==> src/rtl/pcie_arb_pkg.sv <==
// Shared types for the channel-FIFO drain arbiter: channel count, FSM encoding
// and the channel index type.
package pcie_arb_pkg;

  localparam int NUM_VC = 8;

  typedef enum logic [1:0] {
    ST_IDLE  = 2'd0,
    ST_DRAIN = 2'd1,
    ST_HOLD  = 2'd2,
    ST_INIT  = 2'd3
  } arb_state_t;

  typedef logic [2:0] vc_idx_t;

endpackage

==> src/rtl/vc_drain_arbiter_if.sv <==
// Bundle between the arbiter, the eight channel FIFOs, the downstream FIFO and
// the link-control FSM. The arbiter side is the slave modport.
interface vc_drain_arbiter_if #(
  parameter int DATA_WIDTH   = 6,
  parameter int UMBRALES_L_H = 8
);
  logic                      init;
  logic [UMBRALES_L_H-1:0]   umbral_L;
  logic [UMBRALES_L_H-1:0]   umbral_H;
  logic [7:0]                empty_fifo;
  logic [8*DATA_WIDTH-1:0]   data_in;
  logic [UMBRALES_L_H-1:0]   dest_count;
  logic [7:0]                pop;
  logic [DATA_WIDTH-1:0]     data_out;
  logic                      valid_out;
  logic                      pause;
  logic [2:0]                grant_idx;

  modport slave (
    input  init, umbral_L, umbral_H, empty_fifo, data_in, dest_count,
    output pop, data_out, valid_out, pause, grant_idx
  );

  modport master (
    output init, umbral_L, umbral_H, empty_fifo, data_in, dest_count,
    input  pop, data_out, valid_out, pause, grant_idx
  );
endinterface

==> src/rtl/rr_picker.sv <==
// Rotating find-first-set: the first requester after i_ptr (wrapping, ending at
// i_ptr itself) wins. Purely combinational.
module rr_picker
  import pcie_arb_pkg::*;
(
  input  logic [NUM_VC-1:0] i_req,
  input  vc_idx_t           i_ptr,
  output logic [NUM_VC-1:0] o_gnt,
  output vc_idx_t           o_idx,
  output logic              o_any
);

  logic    w_found;
  vc_idx_t w_cand;

  always_comb begin
    o_gnt   = '0;
    o_idx   = '0;
    o_any   = |i_req;
    w_found = 1'b0;
    w_cand  = '0;
    for (int k = 1; k <= NUM_VC; k++) begin
      // k == NUM_VC wraps to i_ptr itself, the lowest-priority slot.
      w_cand = i_ptr + vc_idx_t'(k);
      if (!w_found && i_req[w_cand]) begin
        w_found        = 1'b1;
        o_idx          = w_cand;
        o_gnt[w_cand]  = 1'b1;
      end
    end
  end

endmodule

==> src/rtl/vc_drain_arbiter.sv <==
// Drains eight channel FIFOs into one downstream FIFO, one word per cycle,
// round-robin, throttled by hysteresis on downstream occupancy.
// Define VC0_PRIORITY_EN to make channel 0 strict priority over channels 1-7.
module vc_drain_arbiter
  import pcie_arb_pkg::*;
#(
  parameter int DATA_WIDTH   = 6,
  parameter int UMBRALES_L_H = 8
) (
  input  logic              clk,
  input  logic              reset,
  vc_drain_arbiter_if.slave bus,
  output arb_state_t        o_dbg_state
);

  // Handshake: pop[i] is a single-cycle read strobe, the FIFO word follows one
  // cycle later; valid_out is the downstream push with no ready, backpressure
  // comes only from the pause hysteresis on dest_count.

  arb_state_t              r_state, w_state_nxt;
  logic                    r_pause;
  vc_idx_t                 r_last_grant;
  logic                    r_pop_d;
  vc_idx_t                 r_idx_d;
  logic [DATA_WIDTH-1:0]   r_data_out;
  logic                    r_valid_out;

  logic [UMBRALES_L_H-1:0] w_dest, w_thr_l, w_thr_h;
  logic [NUM_VC-1:0]       w_req, w_rr_gnt, w_pick_gnt;
  vc_idx_t                 w_rr_idx, w_pick_idx;
  logic                    w_any_req, w_pop_en, w_upd_lg;

  assign w_dest  = bus.dest_count;
  assign w_thr_l = bus.umbral_L;
  assign w_thr_h = bus.umbral_H;
  assign w_req   = ~bus.empty_fifo;

  rr_picker u_picker (
    .i_req (w_req),
    .i_ptr (r_last_grant),
    .o_gnt (w_rr_gnt),
    .o_idx (w_rr_idx),
    .o_any (w_any_req)
  );

  assign w_pop_en = (r_state == ST_DRAIN) && !r_pause && !bus.init && !reset && w_any_req;

`ifdef VC0_PRIORITY_EN
  // Channel 0 bypasses the rotation and leaves the pointer where 1-7 left it.
  assign w_pick_gnt = w_req[0] ? 8'h01 : w_rr_gnt;
  assign w_pick_idx = w_req[0] ? vc_idx_t'(0) : w_rr_idx;
  assign w_upd_lg   = w_pop_en && !w_req[0];
`else
  assign w_pick_gnt = w_rr_gnt;
  assign w_pick_idx = w_rr_idx;
  assign w_upd_lg   = w_pop_en;
`endif

  assign bus.pop       = w_pop_en ? w_pick_gnt : '0;
  assign bus.data_out  = r_data_out;
  assign bus.valid_out = r_valid_out;
  assign bus.pause     = r_pause;
  assign bus.grant_idx = r_last_grant;
  assign o_dbg_state   = r_state;

  // Set wins over clear when the thresholds overlap.
  always_ff @(posedge clk) begin
    if (reset) begin
      r_pause <= 1'b0;
    end else if (w_dest >= w_thr_h) begin
      r_pause <= 1'b1;
    end else if (w_dest <= w_thr_l) begin
      r_pause <= 1'b0;
    end
  end

  always_ff @(posedge clk) begin
    if (reset) begin
      r_state <= ST_IDLE;
    end else begin
      r_state <= w_state_nxt;
    end
  end

  always_comb begin
    w_state_nxt = r_state;
    if (bus.init) begin
      w_state_nxt = ST_INIT;
    end else begin
      case (r_state)
        ST_IDLE:  if (w_any_req && !r_pause) w_state_nxt = ST_DRAIN;
        ST_DRAIN: begin
          if (r_pause)         w_state_nxt = ST_HOLD;
          else if (!w_any_req) w_state_nxt = ST_IDLE;
        end
        ST_HOLD:  if (!r_pause) w_state_nxt = w_any_req ? ST_DRAIN : ST_IDLE;
        ST_INIT:  w_state_nxt = ST_IDLE;
        default:  w_state_nxt = ST_IDLE;
      endcase
    end
  end

  // Two-stage read pipeline: pop edge, then capture of the FIFO's read data.
  always_ff @(posedge clk) begin
    if (reset) begin
      r_last_grant <= vc_idx_t'(7);
      r_pop_d      <= 1'b0;
      r_idx_d      <= '0;
      r_valid_out  <= 1'b0;
      r_data_out   <= '0;
    end else begin
      r_pop_d     <= w_pop_en;
      r_valid_out <= r_pop_d;
      if (w_pop_en) r_idx_d      <= w_pick_idx;
      if (w_upd_lg) r_last_grant <= w_pick_idx;
      if (r_pop_d)  r_data_out   <= bus.data_in[32'(r_idx_d) * DATA_WIDTH +: DATA_WIDTH];
    end
  end

endmodule

==> src/flat_wrapper.sv <==
// flat-port wrapper written by rule: the top's interface ports become plain ports
module vc_drain_arbiter_flat import pcie_arb_pkg::*;
#(
  parameter int DATA_WIDTH   = 6,
  parameter int UMBRALES_L_H = 8
)
  (clk, reset, o_dbg_state, bus_init, bus_umbral_L, bus_umbral_H, bus_empty_fifo, bus_data_in, bus_dest_count, bus_pop, bus_data_out, bus_valid_out, bus_pause, bus_grant_idx);
  vc_drain_arbiter_if #(.DATA_WIDTH(DATA_WIDTH), .UMBRALES_L_H(UMBRALES_L_H)) bus_i ();
  input  logic clk;
  input  logic reset;
  output arb_state_t o_dbg_state;
  input wire logic [$bits(bus_i.init)-1:0] bus_init;
  input wire logic [$bits(bus_i.umbral_L)-1:0] bus_umbral_L;
  input wire logic [$bits(bus_i.umbral_H)-1:0] bus_umbral_H;
  input wire logic [$bits(bus_i.empty_fifo)-1:0] bus_empty_fifo;
  input wire logic [$bits(bus_i.data_in)-1:0] bus_data_in;
  input wire logic [$bits(bus_i.dest_count)-1:0] bus_dest_count;
  output wire logic [$bits(bus_i.pop)-1:0] bus_pop;
  output wire logic [$bits(bus_i.data_out)-1:0] bus_data_out;
  output wire logic [$bits(bus_i.valid_out)-1:0] bus_valid_out;
  output wire logic [$bits(bus_i.pause)-1:0] bus_pause;
  output wire logic [$bits(bus_i.grant_idx)-1:0] bus_grant_idx;
  assign bus_i.init = bus_init;
  assign bus_i.umbral_L = bus_umbral_L;
  assign bus_i.umbral_H = bus_umbral_H;
  assign bus_i.empty_fifo = bus_empty_fifo;
  assign bus_i.data_in = bus_data_in;
  assign bus_i.dest_count = bus_dest_count;
  assign bus_pop = bus_i.pop;
  assign bus_data_out = bus_i.data_out;
  assign bus_valid_out = bus_i.valid_out;
  assign bus_pause = bus_i.pause;
  assign bus_grant_idx = bus_i.grant_idx;
  vc_drain_arbiter #(.DATA_WIDTH(DATA_WIDTH), .UMBRALES_L_H(UMBRALES_L_H)) u_core (.clk(clk), .reset(reset), .bus(bus_i), .o_dbg_state(o_dbg_state));
endmodule
==> config.mk <==
export PLATFORM = sky130hd
export DESIGN_NAME = vc_drain_arbiter_flat
export DESIGN_NICKNAME = d
export VERILOG_FILES = /design/src/rtl/pcie_arb_pkg.sv /design/src/rtl/vc_drain_arbiter_if.sv /design/src/rtl/rr_picker.sv /design/src/rtl/vc_drain_arbiter.sv /design/src/flat_wrapper.sv
export SDC_FILE = /design/constraint.sdc
export NUM_CORES = 1
export LEC_CHECK = 0
export ABC_AREA = 1
export CAP_MARGIN = 20
export CORE_UTILIZATION = 46
export CTS_CLUSTER_DIAMETER = 60
export DETAILED_ROUTE_END_ITERATION = 7
export PLACE_DENSITY = 0.85
export SKIP_CTS_REPAIR_TIMING = 1
export SLEW_MARGIN = 20
export SYNTH_ARGS = -nofsm -noshare
export SYNTH_HDL_FRONTEND = slang
export SYNTH_SLANG_ARGS = --single-unit
==> constraint.sdc <==
create_clock -name clk -period 4 [get_ports clk]
set_clock_uncertainty 0.05 [all_clocks]
set_input_delay 1.2 -clock clk [delete_from_list [all_inputs] [get_ports clk]]
set_output_delay 1.2 -clock clk [all_outputs]
set_load 0.01 [all_outputs]
==> qor.yml <==
die_x_um: 81.5
finalHoldWorstSlack_ns: 0.467
cp_max_fo: 5
final_common_cell: "nand2_1"
ios: 104
tightest_slew_ns: 0.495
syn-instance-count: 507
initial_core_util: 0.483
crit_type: "in2out"
min-delay-path-class: "reg2reg"
overflow: 0
slew_violations: 0
start_kind: "input pin"
htreeDepth: 1
fillers: 472
max_freq_mhz: 240
max_slew_margin: 0.670
finalWorstSetupSlack_ns: -0.166
dpl.hpwl_um: 7530
reg2reg_from: "u_core.bus.grant_idx[1]"
dieArea_mm2: 0.00665
grt_pass1_vias: 3427
netlist_area_mm2: 0.00291
power.leakage_nw: 2.25
status: "finished with violations"
wirelength_um: 10600
grt.total_usage: 0.287
syn2layout_area_growth_pct: 58.6
avgSynthCellArea_um2: 5.74
design_area_mm2: 0.00461
core-area_mm2: 0.00603
insertedDiodeCount: 0
yosysUniqueCellTypes: 36
grt_max_degree: 38
use_met1: 0.311
min_path_cells: 2
finalCriticalPeriod_ns: 4.17
cts_root_buf: "clkbuf_8"
final_cell_mix: "nand2_1 (110), clkdlybuf4s50_1 (87), inv_1 (72)"
detail_route.wl_per_cell_um: 14.7
cpMaxStageDelayCell: "buf_4"
synth-seq-cells: 17
violations: "setup timing"
gp_congestion: 0.903
ir_drop_mv: 0.195
cts_num_sinks: 17
placementRows: 28
worstSetupEndpointType: "output port"
worstHoldEndpoint: "u_core.o_dbg_state[1]"
synth_nets: 612
finalSetupTns_ns: -0.796
grt-busiest-layer: "met2"
finalSetupViolCount: 8
final_nets: 755
rrSetupSlack_ns: 1.34
drc: 0
ys_seq_area_frac: 0.117
timing.final.crit_share: 1.04
post_dp_cell_area_mm2: 0.00414
worstPathCellList: "buf_4 -> nand2_2 -> nand3_1 -> nand3_1 -> nand2_2 -> nand4_1 -> buf_4 -> nor2_4 -> buf_4 -> nand2_1 -> nand3_1 -> a21oi_2 -> nand3_1 -> nand2_1 -> inv_1 -> buf_2"
firstDrtPassIters: 5
final_cell_count_no_fill: 724
cpPeakStageDelay_ns: 0.17
hp-start: "u_core.bus.pause"
dp_cells: 695
vias_per_cell: 5.53
antenna_left: 0
fp.dieH_um: 81.5
ys_warn_count: 0
grt_use_met2: 0.548
clk_latency_ns: 0.25
preCtsSetupSlack_ns: -0.814
reg2reg_to: "u_core.r_idx_d[1]"
cts_made_buffers: 3
vias: 4001
arrival_ns: 2.92
hold_violations: 0
crit_top_cell: "nand3_1"
clk_pin_slew_worst_paths_ns: 0.06
drtIter0Drc: 299
required_ns: 2.75
drive_gt1_frac: 0.228
cts_tree: "done"
reg2reg_depth: 16
port_buffers: 103
grt_antenna_before_repair: 0
pwr_density_cell_mw_per_mm2: 234
cap_violations: 0
grt_pass1_wl_um: 14800
rsz0062_at_grt: "yes"
cts_buffer_depth: 2
use_met3: 0.0356
## per-layer routing
layer,up-vias,part of all wire
met5,-,0
met4,0,0.036
met3,45,0.079
met2,250,0.50
met1,1763,0.38
li1,1943,-
## worst max-delay path by stage
stage | slack (ns) | cells past startpoint | endpoint | startpoint
3_3_place_gp | -0.82 | 15 | bus_pop[3] | bus_empty_fifo[0]
6_report | -0.17 | 16 | bus_pop[1] | bus_empty_fifo[3]
2_1_floorplan | 0.21 | 19 | bus_pop[0] | u_core.bus.grant_idx[0]
4_1_cts | -0.82 | 14 | bus_pop[5] | bus_empty_fifo[0]
3_5_place_dp | -0.81 | 15 | bus_pop[7] | bus_empty_fifo[0]
5_1_grt | -0.33 | 16 | bus_pop[1] | bus_empty_fifo[3]
## where the power goes
part | total [mW] | switching [mW] | internal (mW)
registers | 0.191 | 0.0106 | 0.180
logic | 0.761 | 0.422 | 0.339
clock network | 0.127 | 0.0559 | 0.0707
total | 1.08 | 0.488 | 0.590
## stage by stage
step | total power, mW | util
2_1_floorplan | 0.559 | -
3_3_place_gp | 0.786 | 0.687
3_5_place_dp | 0.797 | 0.687
4_1_cts | 0.924 | 0.695
5_1_grt | 1.14 | 0.766
6_report | 1.08 | 0.766
## critical path, delay by kind of cell
kind,cells,cell delay [ns]
AOI/OAI and AO/OA,1,0.05
and+or+nand+nor,10,1.07
buffers and inverters,5,0.60
## cell type report
class / count / area (um^2) / share of cell area
clock buffers: 4 / 45.0 / 0.00976
inverters: 84 / 332 / 0.0719
multi-input cells: 387 / 2370 / 0.513
flip-flops and latches: 17 / 340 / 0.0738
well taps: 75 / 93.8 / 0.0203
repair buffers: 156 / 1430 / 0.309
repair inverters: 1 / 7.51 / 0.00163
## state kept, by name, summed over array words and instances (netlist names)
register              cells
u_core.bus.grant_idx      3
u_core.o_dbg_state        2
u_core.bus.pause          1
u_core.r_pop_d            1
u_core.bus.data_out       6
u_core.r_idx_d            3
u_core.bus.valid_out      1
## synthesized netlist by cell type
| master | count | area (um^2) |
|---|---|---|
| clkbuf_1 | 10 | 37.5 |
| inv_2 | 9 | 33.8 |
| a211oi_1 | 1 | 7.51 |
| inv_6 | 1 | 8.76 |
| nand4_1 | 5 | 31.3 |
| a21oi_1 | 40 | 200 |
| nor3_1 | 16 | 80.1 |
| nand3_1 | 46 | 230 |
| nand3b_1 | 1 | 7.51 |
| mux2i_1 | 12 | 120 |
| ha_1 | 22 | 275 |
| a31o_2 | 1 | 8.76 |
| nand4_2 | 2 | 25.0 |
| nand2_1 | 124 | 465 |
| a31oi_1 | 1 | 6.26 |
| o211ai_1 | 7 | 52.6 |
| nor2_4 | 3 | 33.8 |
| nand3_2 | 8 | 80.1 |
| o2111ai_1 | 1 | 8.76 |
| nand2_4 | 3 | 33.8 |
| nand2_2 | 11 | 68.8 |
| nand3_4 | 1 | 17.5 |
| or3_1 | 1 | 6.26 |
| buf_4 | 1 | 7.51 |
| o21ai_0 | 35 | 175 |
| a21boi_2 | 1 | 11.3 |
| buf_6 | 5 | 56.3 |
| buf_1 | 2 | 7.51 |
| o21ai_1 | 8 | 40.0 |
| o31ai_1 | 1 | 7.51 |
| dfxtp_1 | 17 | 340 |
| inv_1 | 73 | 274 |
| clkinv_1 | 1 | 3.75 |
| nor2_1 | 34 | 128 |
| a21oi_2 | 1 | 8.76 |
| buf_2 | 2 | 10.0 |
## logic make-up (layout without fill, tap and decap cells)
group,Yosys count,in the layout,share of synthesized area
flip-flops,17,17,0.117
AO/OA/AOI/OAI,97,97,0.181
AND/OR/NAND/NOR,255,256,0.415
adder cells (fa/ha/maj),22,22,0.0946
multiplexers,12,12,0.0413
buffers and inverters,104,245,0.151
Power figures use the tool's default switching activity.
